==> src/rtl/ram_rd_stream_if.sv <==
// Command and output-stream handshake bundle for the RAM read streamer.
// The streamer itself attaches through the slave modport.
interface ram_rd_stream_if #(
   parameter int DEPTH = 4,
   parameter int WIDTH = 32
);
   logic             cmd_valid;
   logic             cmd_ready;
   logic [DEPTH-1:0] cmd_addr;
   logic [DEPTH:0]   cmd_len;

   logic             out_valid;
   logic             out_ready;
   logic [WIDTH-1:0] out_data;
   logic             out_last;
   logic             out_perr;

   modport master (
      output cmd_valid, cmd_addr, cmd_len, out_ready,
      input  cmd_ready, out_valid, out_data, out_last, out_perr
   );

   modport slave (
      input  cmd_valid, cmd_addr, cmd_len, out_ready,
      output cmd_ready, out_valid, out_data, out_last, out_perr
   );
endinterface

==> src/rtl/ram_rd_stream.sv <==
// Streams a contiguous (wrapping) range of RAM words to a ready/valid output,
// issuing reads only while the output buffer has room for every in-flight word.
module ram_rd_stream #(
   parameter int DEPTH      = 4,
   parameter int WIDTH      = 32,
   parameter int RD_LATENCY = 2,
   parameter int BUF_DEPTH  = 4
) (
   input  logic             clk,
   input  logic             rst,
   ram_rd_stream_if.slave   strm,
   output logic             ram_re,
   output logic [DEPTH-1:0] ram_raddr,
   input  logic [WIDTH-1:0] ram_dout,
   input  logic             ram_perr,
   output logic             busy,
   output logic             done,
   output logic             err_sticky
);

   localparam int PTR_W = $clog2(BUF_DEPTH);
   localparam int CNT_W = $clog2(BUF_DEPTH) + 2;
   localparam int ENT_W = WIDTH + 2;

   generate
      if (RD_LATENCY < 1 || RD_LATENCY > 3) begin : g_bad_latency
         $error("ram_rd_stream: RD_LATENCY must be 1..3");
      end
      if (((BUF_DEPTH & (BUF_DEPTH - 1)) != 0) || (BUF_DEPTH < RD_LATENCY + 1)) begin : g_bad_buf
         $error("ram_rd_stream: BUF_DEPTH must be a power of two and >= RD_LATENCY+1");
      end
   endgenerate

   typedef enum logic [1:0] {IDLE, RUN, DRAIN} state_t;

   state_t                 state_q, state_d;
   logic [DEPTH-1:0]       next_addr_q, next_addr_d;
   logic [DEPTH-1:0]       last_addr_q, last_addr_d;
   logic [DEPTH:0]         rem_q, rem_d;
   logic [RD_LATENCY-1:0]  tag_vld_q, tag_vld_d;
   logic [RD_LATENCY-1:0]  tag_last_q, tag_last_d;
   logic [ENT_W-1:0]       mem_q [BUF_DEPTH];
   logic [ENT_W-1:0]       mem_d [BUF_DEPTH];
   logic [PTR_W-1:0]       wr_ptr_q, wr_ptr_d;
   logic [PTR_W-1:0]       rd_ptr_q, rd_ptr_d;
   logic [CNT_W-1:0]       count_q, count_d;
   logic                   done_q, done_d;
   logic                   err_q, err_d;

   logic [CNT_W-1:0]       inflight;
   logic [ENT_W-1:0]       head;
   logic                   accept;
   logic                   issue;
   logic                   buf_wr;
   logic                   pop;

   // Buffer entries are {data, perr, last}; a read may issue only when every
   // tag still in the pipeline plus every buffered word leaves a free slot.
   always_comb begin
      state_d     = state_q;
      next_addr_d = next_addr_q;
      last_addr_d = last_addr_q;
      rem_d       = rem_q;
      tag_vld_d   = '0;
      tag_last_d  = '0;
      mem_d       = mem_q;
      wr_ptr_d    = wr_ptr_q;
      rd_ptr_d    = rd_ptr_q;
      count_d     = count_q;
      done_d      = 1'b0;
      err_d       = err_q;

      inflight = '0;
      for (int i = 0; i < RD_LATENCY; i++) begin
         inflight = inflight + CNT_W'(tag_vld_q[i]);
      end

      head   = mem_q[rd_ptr_q];
      accept = (state_q == IDLE) && strm.cmd_valid;
      issue  = (state_q == RUN) && (rem_q != '0) &&
               ((inflight + count_q) < CNT_W'(BUF_DEPTH));
      buf_wr = tag_vld_q[RD_LATENCY-1];
      pop    = (count_q != '0) && strm.out_ready;

      tag_vld_d[0]  = issue;
      tag_last_d[0] = issue && (rem_q == (DEPTH+1)'(1));
      for (int i = 1; i < RD_LATENCY; i++) begin
         tag_vld_d[i]  = tag_vld_q[i-1];
         tag_last_d[i] = tag_last_q[i-1];
      end

      if (buf_wr) begin
         mem_d[wr_ptr_q] = {ram_dout, ram_perr, tag_last_q[RD_LATENCY-1]};
         wr_ptr_d        = wr_ptr_q + 1'b1;
         if (ram_perr) begin
            err_d = 1'b1;
         end
      end
      if (pop) begin
         rd_ptr_d = rd_ptr_q + 1'b1;
      end
      case ({buf_wr, pop})
         2'b10:   count_d = count_q + CNT_W'(1);
         2'b01:   count_d = count_q - CNT_W'(1);
         default: count_d = count_q;
      endcase

      if (issue) begin
         last_addr_d = next_addr_q;
         next_addr_d = next_addr_q + 1'b1;
         rem_d       = rem_q - 1'b1;
      end

      case (state_q)
         IDLE: begin
            if (accept) begin
               next_addr_d = strm.cmd_addr;
               rem_d       = strm.cmd_len;
               err_d       = 1'b0;
               if (strm.cmd_len == '0) begin
                  done_d = 1'b1;
               end else begin
                  state_d = RUN;
               end
            end
         end
         RUN: begin
            if (issue && (rem_q == (DEPTH+1)'(1))) begin
               state_d = DRAIN;
            end
         end
         DRAIN: begin
            if (pop && head[0]) begin
               state_d = IDLE;
               done_d  = 1'b1;
            end
         end
         default: state_d = IDLE;
      endcase
   end

   always_ff @(posedge clk) begin
      if (rst) begin
         state_q     <= IDLE;
         next_addr_q <= '0;
         last_addr_q <= '0;
         rem_q       <= '0;
         tag_vld_q   <= '0;
         tag_last_q  <= '0;
         mem_q       <= '{default: '0};
         wr_ptr_q    <= '0;
         rd_ptr_q    <= '0;
         count_q     <= '0;
         done_q      <= 1'b0;
         err_q       <= 1'b0;
      end else begin
         state_q     <= state_d;
         next_addr_q <= next_addr_d;
         last_addr_q <= last_addr_d;
         rem_q       <= rem_d;
         tag_vld_q   <= tag_vld_d;
         tag_last_q  <= tag_last_d;
         mem_q       <= mem_d;
         wr_ptr_q    <= wr_ptr_d;
         rd_ptr_q    <= rd_ptr_d;
         count_q     <= count_d;
         done_q      <= done_d;
         err_q       <= err_d;
      end
   end

   // The address output shows the last issued address whenever no read issues.
   assign ram_re          = issue;
   assign ram_raddr       = issue ? next_addr_q : last_addr_q;
   assign strm.cmd_ready  = (state_q == IDLE);
   assign strm.out_valid  = (count_q != '0);
   assign {strm.out_data, strm.out_perr, strm.out_last} = strm.out_valid ? head : '0;
   assign busy            = (state_q != IDLE);
   assign done            = done_q;
   assign err_sticky      = err_q;

endmodule

==> src/flat_wrapper.sv <==
// flat-port wrapper written by rule: the top's interface ports become plain ports
module ram_rd_stream_flat 
#(
   parameter int DEPTH      = 4,
   parameter int WIDTH      = 32,
   parameter int RD_LATENCY = 2,
   parameter int BUF_DEPTH  = 4
)
  (clk, rst, ram_re, ram_raddr, ram_dout, ram_perr, busy, done, err_sticky, strm_cmd_valid, strm_cmd_addr, strm_cmd_len, strm_out_ready, strm_cmd_ready, strm_out_valid, strm_out_data, strm_out_last, strm_out_perr);
  ram_rd_stream_if #(.DEPTH(DEPTH), .WIDTH(WIDTH)) strm_i ();
  input  logic clk;
  input  logic rst;
  output logic ram_re;
  output logic [DEPTH-1:0] ram_raddr;
  input  logic [WIDTH-1:0] ram_dout;
  input  logic ram_perr;
  output logic busy;
  output logic done;
  output logic err_sticky;
  input wire logic [$bits(strm_i.cmd_valid)-1:0] strm_cmd_valid;
  input wire logic [$bits(strm_i.cmd_addr)-1:0] strm_cmd_addr;
  input wire logic [$bits(strm_i.cmd_len)-1:0] strm_cmd_len;
  input wire logic [$bits(strm_i.out_ready)-1:0] strm_out_ready;
  output wire logic [$bits(strm_i.cmd_ready)-1:0] strm_cmd_ready;
  output wire logic [$bits(strm_i.out_valid)-1:0] strm_out_valid;
  output wire logic [$bits(strm_i.out_data)-1:0] strm_out_data;
  output wire logic [$bits(strm_i.out_last)-1:0] strm_out_last;
  output wire logic [$bits(strm_i.out_perr)-1:0] strm_out_perr;
  assign strm_i.cmd_valid = strm_cmd_valid;
  assign strm_i.cmd_addr = strm_cmd_addr;
  assign strm_i.cmd_len = strm_cmd_len;
  assign strm_i.out_ready = strm_out_ready;
  assign strm_cmd_ready = strm_i.cmd_ready;
  assign strm_out_valid = strm_i.out_valid;
  assign strm_out_data = strm_i.out_data;
  assign strm_out_last = strm_i.out_last;
  assign strm_out_perr = strm_i.out_perr;
  ram_rd_stream #(.DEPTH(DEPTH), .WIDTH(WIDTH), .RD_LATENCY(RD_LATENCY), .BUF_DEPTH(BUF_DEPTH)) u_core (.clk(clk), .rst(rst), .strm(strm_i), .ram_re(ram_re), .ram_raddr(ram_raddr), .ram_dout(ram_dout), .ram_perr(ram_perr), .busy(busy), .done(done), .err_sticky(err_sticky));
endmodule
==> config.mk <==
export PLATFORM = sky130hd
export DESIGN_NAME = ram_rd_stream_flat
export DESIGN_NICKNAME = d
export VERILOG_FILES = /design/src/rtl/ram_rd_stream_if.sv /design/src/rtl/ram_rd_stream.sv /design/src/flat_wrapper.sv
export SDC_FILE = /design/constraint.sdc
export NUM_CORES = 1
export LEC_CHECK = 0
export CAP_MARGIN = 20
export CORE_AREA = 2 2 118 120
export DETAILED_ROUTE_END_ITERATION = 8
export DIE_AREA = 0 0 120 122
export PLACE_DENSITY = 0.78
export SYNTH_ARGS = -nofsm -noshare
export SYNTH_HDL_FRONTEND = slang
export SYNTH_SLANG_ARGS = --single-unit
export TNS_END_PERCENT = 30
==> constraint.sdc <==
create_clock -name clk -period 7.06 [get_ports clk]
set_input_delay 1.059 -clock clk [delete_from_list [all_inputs] [get_ports clk]]
set_output_delay 1.059 -clock clk [all_outputs]
set_load 0.005 [all_outputs]
# --- Word level (Yosys, flattened, before mapping) ---
# Cells that the tools add are included.
totals:
  register_bits: 165
  input_bits: 46
  out_inout_bits: 44
  mem_bits_rw: 0
  latchBits: 0
  wordCells: 80
  memories: 0
  romBits: 0
op_classes:
  reduce_logical: 14
  eq_ne: 9
  shifts: 0
  magnitude_cmp: 4
  addsub: 8
  div_mod_pow: 0
  mul: 0
  bitwise_logic: 2
  mux: 28
op_table:
  columns: ["operator", "count"]
  rows:
  - ["136-bit bitwise mux", 1]
  - ["34-bit two-way mux", 4]
  - ["34-bit binary-select mux with 2-bit select", 1]
  - ["34-bit demux with 2-bit select", 1]
  - ["4-bit two-way mux", 4]
  - ["5-bit two-way mux", 3]
  - ["4-bit by 1-bit adder with 4-bit output, second input constant", 2]
  - ["2-bit two-way mux", 4]
  - ["4-bit one-hot mux with 2 select lines", 1]
  - ["1-bit logical AND", 7]
  - ["1-bit two-way mux", 7]
  - ["3-bit greater-or-equal comparator, second input constant", 2]
  - ["2-bit by 1-bit != test with 1-bit output, second input constant", 3]
  - ["2-bit NOT with 3-bit output", 2]
  - ["2-bit one-hot mux with 3 select lines", 1]
  - ["5-bit by 1-bit == test with 1-bit output, second input constant", 1]
  - ["5-bit logical NOT", 1]
  - ["5-bit nonzero test", 1]
  - ["5-bit by 1-bit subtractor with 5-bit output, second input constant", 1]
  - ["2-bit by 1-bit adder with 2-bit output, second input constant", 2]
  - ["4-bit adder", 1]
  - ["2-bit by 1-bit == test with 1-bit output, second input constant", 2]
  - ["2-bit == test, second input constant", 2]
  - ["4-bit by 3-bit less-than comparator with 1-bit output, second input constant", 1]
  - ["other kinds (9)", 10]

# --- Logic depth before layout (Yosys ltp) ---
# Gate-level depths: netlist of run 1.
depth:
  ltp_word: 7
  ltp_mapped: 10
  mapped_depth_nobuf: 9

# --- Least setup slack after synthesis of run 1 ---
# OpenSTA, ideal clock, no wires.
synth_timing:
  path_kind: "register to output"
  from: "reg u_core.tag_vld_q[1]"
  to: "out ram_raddr[0]"
  path_buffers: 0
  path_stages_with_launch: 7
  slack_ns: 4.174
  arrival_time_ns: 1.827
  required_ns: 6.001
  path_cell_list: "dfxtp_1 ha_1 ha_1 a31oi_1 mux2i_1 nand3_1 nand2_1"
synth_between:
  elab_chain_cells: 5
synth_lines:
  columns: ["item", "line", "source"]
  rows:
  - ["start, declared", "ram_rd_stream.sv:40", "logic [RD_LATENCY-1:0] tag_vld_q, tag_vld_d;"]
  - ["start signal, assigned", "ram_rd_stream.sv:161", "tag_vld_q <= tag_vld_d;"]
  - ["1-bit by 1-bit adder with 2-bit output", "ram_rd_stream.sv:75", "inflight = inflight + CNT_W'(tag_vld_q[i]);"]
  - ["4-bit adder", "ram_rd_stream.sv:81", "((inflight + count_q) < CNT_W'(BUF_DEPTH));"]
  - ["4-bit by 3-bit less-than comparator with 1-bit output", "ram_rd_stream.sv:81", null]
  - ["1-bit logical AND", "ram_rd_stream.sv:80", "issue = (state_q == RUN) && (rem_q != '0) &&"]
  - ["4-bit two-way mux", "ram_rd_stream.sv:174", "assign ram_raddr = issue ? next_addr_q : last_addr_q;"]
  - ["end, declared", "flat_wrapper.sv:14", "output logic [DEPTH-1:0] ram_raddr;"]
# Every way passes these cells.

# --- Final worst setup path of run 1 ---
layout_timing:
  from: "reg u_core.tag_vld_q[1]"
  to: "out ram_re"
layout_between:
  elab_chain_cells: 4
layout_lines:
  columns: ["item", "line", "source"]
  rows:
  - ["1-bit by 1-bit adder with 2-bit output", "ram_rd_stream.sv:75", null]
  - ["4-bit adder", "ram_rd_stream.sv:81", null]
  - ["4-bit by 3-bit less-than comparator with 1-bit output", "ram_rd_stream.sv:81", null]
  - ["1-bit logical AND", "ram_rd_stream.sv:80", null]
  - ["end, declared", "flat_wrapper.sv:13", "output logic ram_re;"]
# Every way passes these cells.

==> flow_summary.ini, run 1 <==
[sta]
tightestPinTransition_ps = 1050
finalCritPeriodShare_pct = 63.1
whs_ps = 451
drv_slew = 0
tns_ps = 0
min_period_ps = 4460
rsz0062_at_grt = false
setup_viol = 0
finalHoldViolCount = 0
clock.fmax_ghz = 0.224
skew_ps = 6.53
slew_headroom_pct = 30.2

[clocking]
post_cts_buffers = 0
cts.sinks = 165
clk_latency_ps = 430
cts-root-buf = clkbuf_16
clk_path_buf_depth = 2
cts_resized = 0
cts_max_level = 4
ctsHoldBuffers = 0
clkSlewWorstSetupHoldPaths_ps = 60
cts_buffers = 17
cts_tree = done

[power_and_ir_drop]
p_leak_nw = 2.98
ir_drop_mv = 0.176
power_density_nw_per_um2 = 267

[synth]
synth_area_um2 = 7200
synth_cell_types = 41
synth_largest_area_cell = dfxtp_1
ys_ff_latch = 165
synth_cells = 854
ys_seq_area_share_pct = 45.9
ys_warn_count = 0
synth_area_leaders = dfxtp_1, nand2_1, mux4_2, a21oi_1, and2_1
avgSynthCellArea_um2 = 8.43
syn_nets = 914
synth_top_area_share_pct = 45.9

[critical_path]
path_class = flop to output port
worst_setup_path_start_kind = flop
ff2ff_path_depth = 9
arrival_ps = 3400
critPathRequiredTime_ps = 6000
crit_path_end_kind = output port
crit_path_max_fanout = 13

[run]
cap_violations = 0

[finish]
layoutNonFillerInstCount = 1100
num_antenna_cells = 0
final_common_cell = nand2_1
final_cell_mix = nand2_1, dfxtp_1, a21oi_1, clkdlybuf4s50_1, and2_1
final_util_pct = 65.1
fin_nets = 968
area_growth_pct = 22.1
drive_above_1_share_pct = 8.91

[place]
dp_cells = 1068
routabilityCongestion = 0.850
hpwlAfterDp_mm = 10.0
io_buffers = 89

[route]
first_iter_violations = 463
wl_mm = 17.0
top_layer = met4
wl_met1_mm = 7.43
wl_met3_um = 926
vias_per_cell = 5.49
drt_pass1_iterations = 5
drt-wirelength-per-cell_um = 15.4
wl_met2_mm = 8.34
drc = 0
dr_total_vias = 6040
ant_nets = 0

[floorplanning]
die_x_um = 120
start_util_pct = 53.3
rows = 43
coreArea_um2 = 13500
die_y_um = 122
dieArea_um2 = 14600
num_io_pins = 90

[global_route]
antenna_found_initial = 0
grt_max_degree = 102
track_usage_pct = 23.8
grt_first_pass_wirelength_mm = 27.6
grt_overflow_total = 0
grt_pass1_vias = 5535

[min_path]
min_path_cells = 2
hp-class = flop to flop

[status]
run_status = finished, final reports clean
[worst max-delay path: stages, from the launching register on]
cell and delay [ps]:
dfxtp_1 570, ha_1 230, ha_1 220, a31oi_1 310, mux2i_1 770, nand2_1 220, inv_1 140, clkdlybuf4s50_1 520
[state kept, by name, indices dropped and copies added (netlist names)]
name	count
u_core.err_sticky	1
u_core.wr_ptr_q	2
u_core.last_addr_q	4
u_core.mem_q	136
u_core.tag_last_q	2
u_core.tag_vld_q	2
u_core.count_q	4
u_core.done	1
u_core.rem_q	5
u_core.rd_ptr_q	2
u_core.next_addr_q	4
u_core.state_q	2
[cell type report]
type,count,area (um2)
multi-input cells,614,3600
clock inverters,10,178
inverters,12,45.0
repair buffers,98,968
fillers,1104,4720
flip-flops and latches,165,3310
clock buffers,21,460
well taps,180,225
[cells in the mapped netlist]
library cell,n
nand2_1,285
dfxtp_1,165
a21oi_1,147
clkbuf_1,51
and2_1,39
mux4_2,34
nor2_1,24
ha_1,13
inv_1,12
buf_2,9
o21ai_0,8
a311oi_1,6
nand3_1,6
nor2b_1,5
nor3_1,5
or4_1,5
buf_1,3
mux2i_1,3
o31ai_1,3
xor2_1,3
a211oi_1,2
a21o_1,2
a31oi_1,2
and3_1,2
nand4_1,2
or3_1,2
xnor2_1,2
a2111oi_2,1
a22oi_1,1
fa_1,1
mux2_2,1
mux2_4,1
nand2b_1,1
nand4b_1,1
nor3b_1,1
nor4_1,1
o32ai_1,1
o41ai_1,1
or2_1,1
or3b_1,1
or4b_2,1
[per-layer routing]
| layer | GRT usage [%] | vias up |
|---|---|---|
| li1 | - | 2982 |
| met1 | 31.5 | 2868 |
| met2 | 39.1 | 167 |
| met3 | 4.82 | 23 |
| met4 | 8.38 | 0 |
| met5 | 0 | - |
[final timing paths]
check / startpoint / endpoint / slack, ps
worst max register to register: u_core.count_q[0] / u_core.count_q[3] / 3860
worst min register to register: u_core.mem_q[31] / u_core.mem_q[31] / 450
worst max-delay path: u_core.tag_vld_q[1] / ram_re / 2600
worst min-delay path: u_core.mem_q[31] / u_core.mem_q[31] / 450
[through the flow]
| step | worst slack, ps | area, um2 | power, mW |
|---|---|---|---|
| floorplan | 4170 | 7200 | 1.23 |
| global placement | 3160 | 8130 | 1.36 |
| detailed placement | 3100 | 8130 | 1.36 |
| CTS | 2630 | 8770 | 2.35 |
| global route | 2370 | 8790 | 2.43 |
| finish | 2600 | 8790 | 2.34 |
[cell families after synthesis]
logic type | count (synthesis) | share of synthesized area (%)
DFF | 165 | 45.9
xor gates and xnor gates | 5 | 0.609
and+or+nand+nor | 382 | 22.5
buffers and inverters | 75 | 4.07
muxes | 39 | 11.4
AOI/OAI and AO/OA | 174 | 13.0
adders and majority gates | 14 | 2.54
[power by group]
part	internal, mW	leakage, nW	switching (mW)
registers	0.960	1.33	0.0385
logic	0.151	1.33	0.194
clock network	0.642	0.313	0.357
Note: power is estimated with default switching activity, not from simulation.
==> run 2, diff against run 1 <==
CORE_AREA = 2 2 123 125   (was 2 2 118 120)
DIE_AREA = 0 0 125 127   (was 0 0 120 122)
PLACE_DENSITY = 0.75   (was 0.78)
clock period = 3.8 ns   (was 7.06 ns; I/O delays follow)
==> run 2 against run 1 <==
  * Non-clock buffer count up 4
  * Critical path depth unchanged
  * Setup slack worse by 2100 ps
  * Count of clock-buffer cells in the layout up 6
  * Core utilization down 4.6 points
  * Via count unchanged
  * Register-to-register slack worse by 2700 ps
  * Sequential share of layout area up 0.25 points
  * Power up 76%
  * Flip-flop and latch count unchanged
  * Largest cell class unchanged
  * Hold slack about the same
  * First-iteration DRC count up 28%
==> flow_summary.ini, run 2 (synthesis gave the netlist of run 1 again) <==
[route]
wl_met1_mm = 7.54
ant_nets = 0
drt-wirelength-per-cell_um = 16.0
wl_mm = 17.7
drt_pass1_iterations = 5
wl_met2_mm = 8.89
first_iter_violations = 593
vias_per_cell = 5.46
dr_total_vias = 6040
drc = 0
top_layer = met4
wl_met3_mm = 1.05

[place]
io_buffers = 89
dp_cells = 1077
routabilityCongestion = 0.778
pre_cts_slack_ps = 956
hpwlAfterDp_mm = 10.8

[status]
run_status = finished, final reports clean

[critical_path]
crit_path_max_fanout = 17
arrival_ps = 2710
path_class = flop to output port
r2r_slack_ps = 1200
critPathRequiredTime_ps = 3230
ff2ff_path_depth = 8
crit_path_end_kind = output port
worst_setup_path_start_kind = flop

[sta]
slew_headroom_pct = 30.3
tightestPinTransition_ps = 1040
finalHoldViolCount = 0
drv_slew = 0
finalCritPeriodShare_pct = 86.3
clock.fmax_ghz = 0.305
setup_viol = 0
fin_ws_ps = 522
min_period_ps = 3280
skew_ps = 5.74
tns_ps = 0
rsz0062_at_grt = false

[finish]
top_register = u_core.mem_q
reg_top3 = u_core.mem_q: 136 flops, u_core.rem_q: 5 flops
drive_above_1_share_pct = 8.99
area_growth_pct = 21.3
fin_nets = 972
final_cell_mix = nand2_1, dfxtp_1, a21oi_1, clkdlybuf4s50_1, and2_1
layoutNonFillerInstCount = 1107
final_common_cell = nand2_1
num_antenna_cells = 0
largest_register_ffs = 136

[global_route]
grt_max_degree = 65
grt_first_pass_wirelength_mm = 28.6
grt_pass1_vias = 5810
grt_overflow_total = 0
antenna_found_initial = 0
track_usage_pct = 22.5

[power_and_ir_drop]
ir_drop_mv = 0.385
power_density_nw_per_um2 = 474
p_leak_nw = 2.95
design_power_total_mw = 4.13

[clocking]
cts.sinks = 165
clk_latency_ps = 420
clkSlewWorstSetupHoldPaths_ps = 50
cts-root-buf = clkbuf_16
cts_buffers = 17
post_cts_buffers = 0
ctsHoldBuffers = 0
cts_max_level = 4
cts_tree = done
cts_resized = 0
clk_path_buf_depth = 2

[min_path]
min_path_cells = 1
hp-class = flop to flop

[floorplanning]
start_util_pct = 49.9
dieArea_um2 = 15900
num_io_pins = 90
die_x_um = 125
die_y_um = 127
coreArea_um2 = 14400
rows = 44

[run]
cap_violations = 0
run 2: cell types whose count changed in the layout (fill, tap and decap cells not counted), sizes merged:
cell,change
clkinv,-3
clkbuf,+6
buf,+4
bufinv,-4
run 2: report_power, final:
part | internal, mW | switching [mW]
Combinational | 0.282 | 0.350
Clock | 0.981 | 0.646
Sequential | 1.78 | 0.0917
Total | 3.05 | 1.09
run 2: critical path: stages (launching register included):
cell and delay [ps]:
dfxtp_1 320, ha_1 200, ha_1 270, a31oi_1 290, mux2_4 420, o21ai_0 240, nand2_1 90, clkdlybuf4s50_1 460
run 2: final timing paths:
kind,from,endpoint
worst max-delay path,u_core.tag_vld_q[0],ram_raddr[3]
worst min-delay path,u_core.tag_last_q[0],u_core.tag_last_q[1]
worst min register to register,u_core.tag_last_q[0],u_core.tag_last_q[1]
worst max register to register,u_core.count_q[0],u_core.count_q[3]
run 2: stage by stage:
stage | area [um2] | hold slack (ps) | util [%]
after floorplan | 7200 | 414 | -
after global placement | 8170 | 417 | 56.7
after detailed placement | 8170 | 433 | 56.7
after CTS | 8730 | 452 | 60.5
after global routing | 8730 | 465 | 60.5
final | 8730 | 451 | 60.5
run 2: routing by layer:
metal | track usage (%) | vias up
met3 | 5.90 | 23
li1 | - | 2988
met2 | 38.5 | 177
met5 | 0 | -
met1 | 27.5 | 2852
met4 | 8.43 | 0
run 2: area by class of cell:
type / instances / area [um2]
fill: 1280 / 5700
multi-input combinational: 614 / 3610
sequential: 165 / 3310
timing repair buffer: 102 / 986
clock buffer: 27 / 513
tap: 184 / 230
inverter: 12 / 45.0
clock inverter: 3 / 42.5
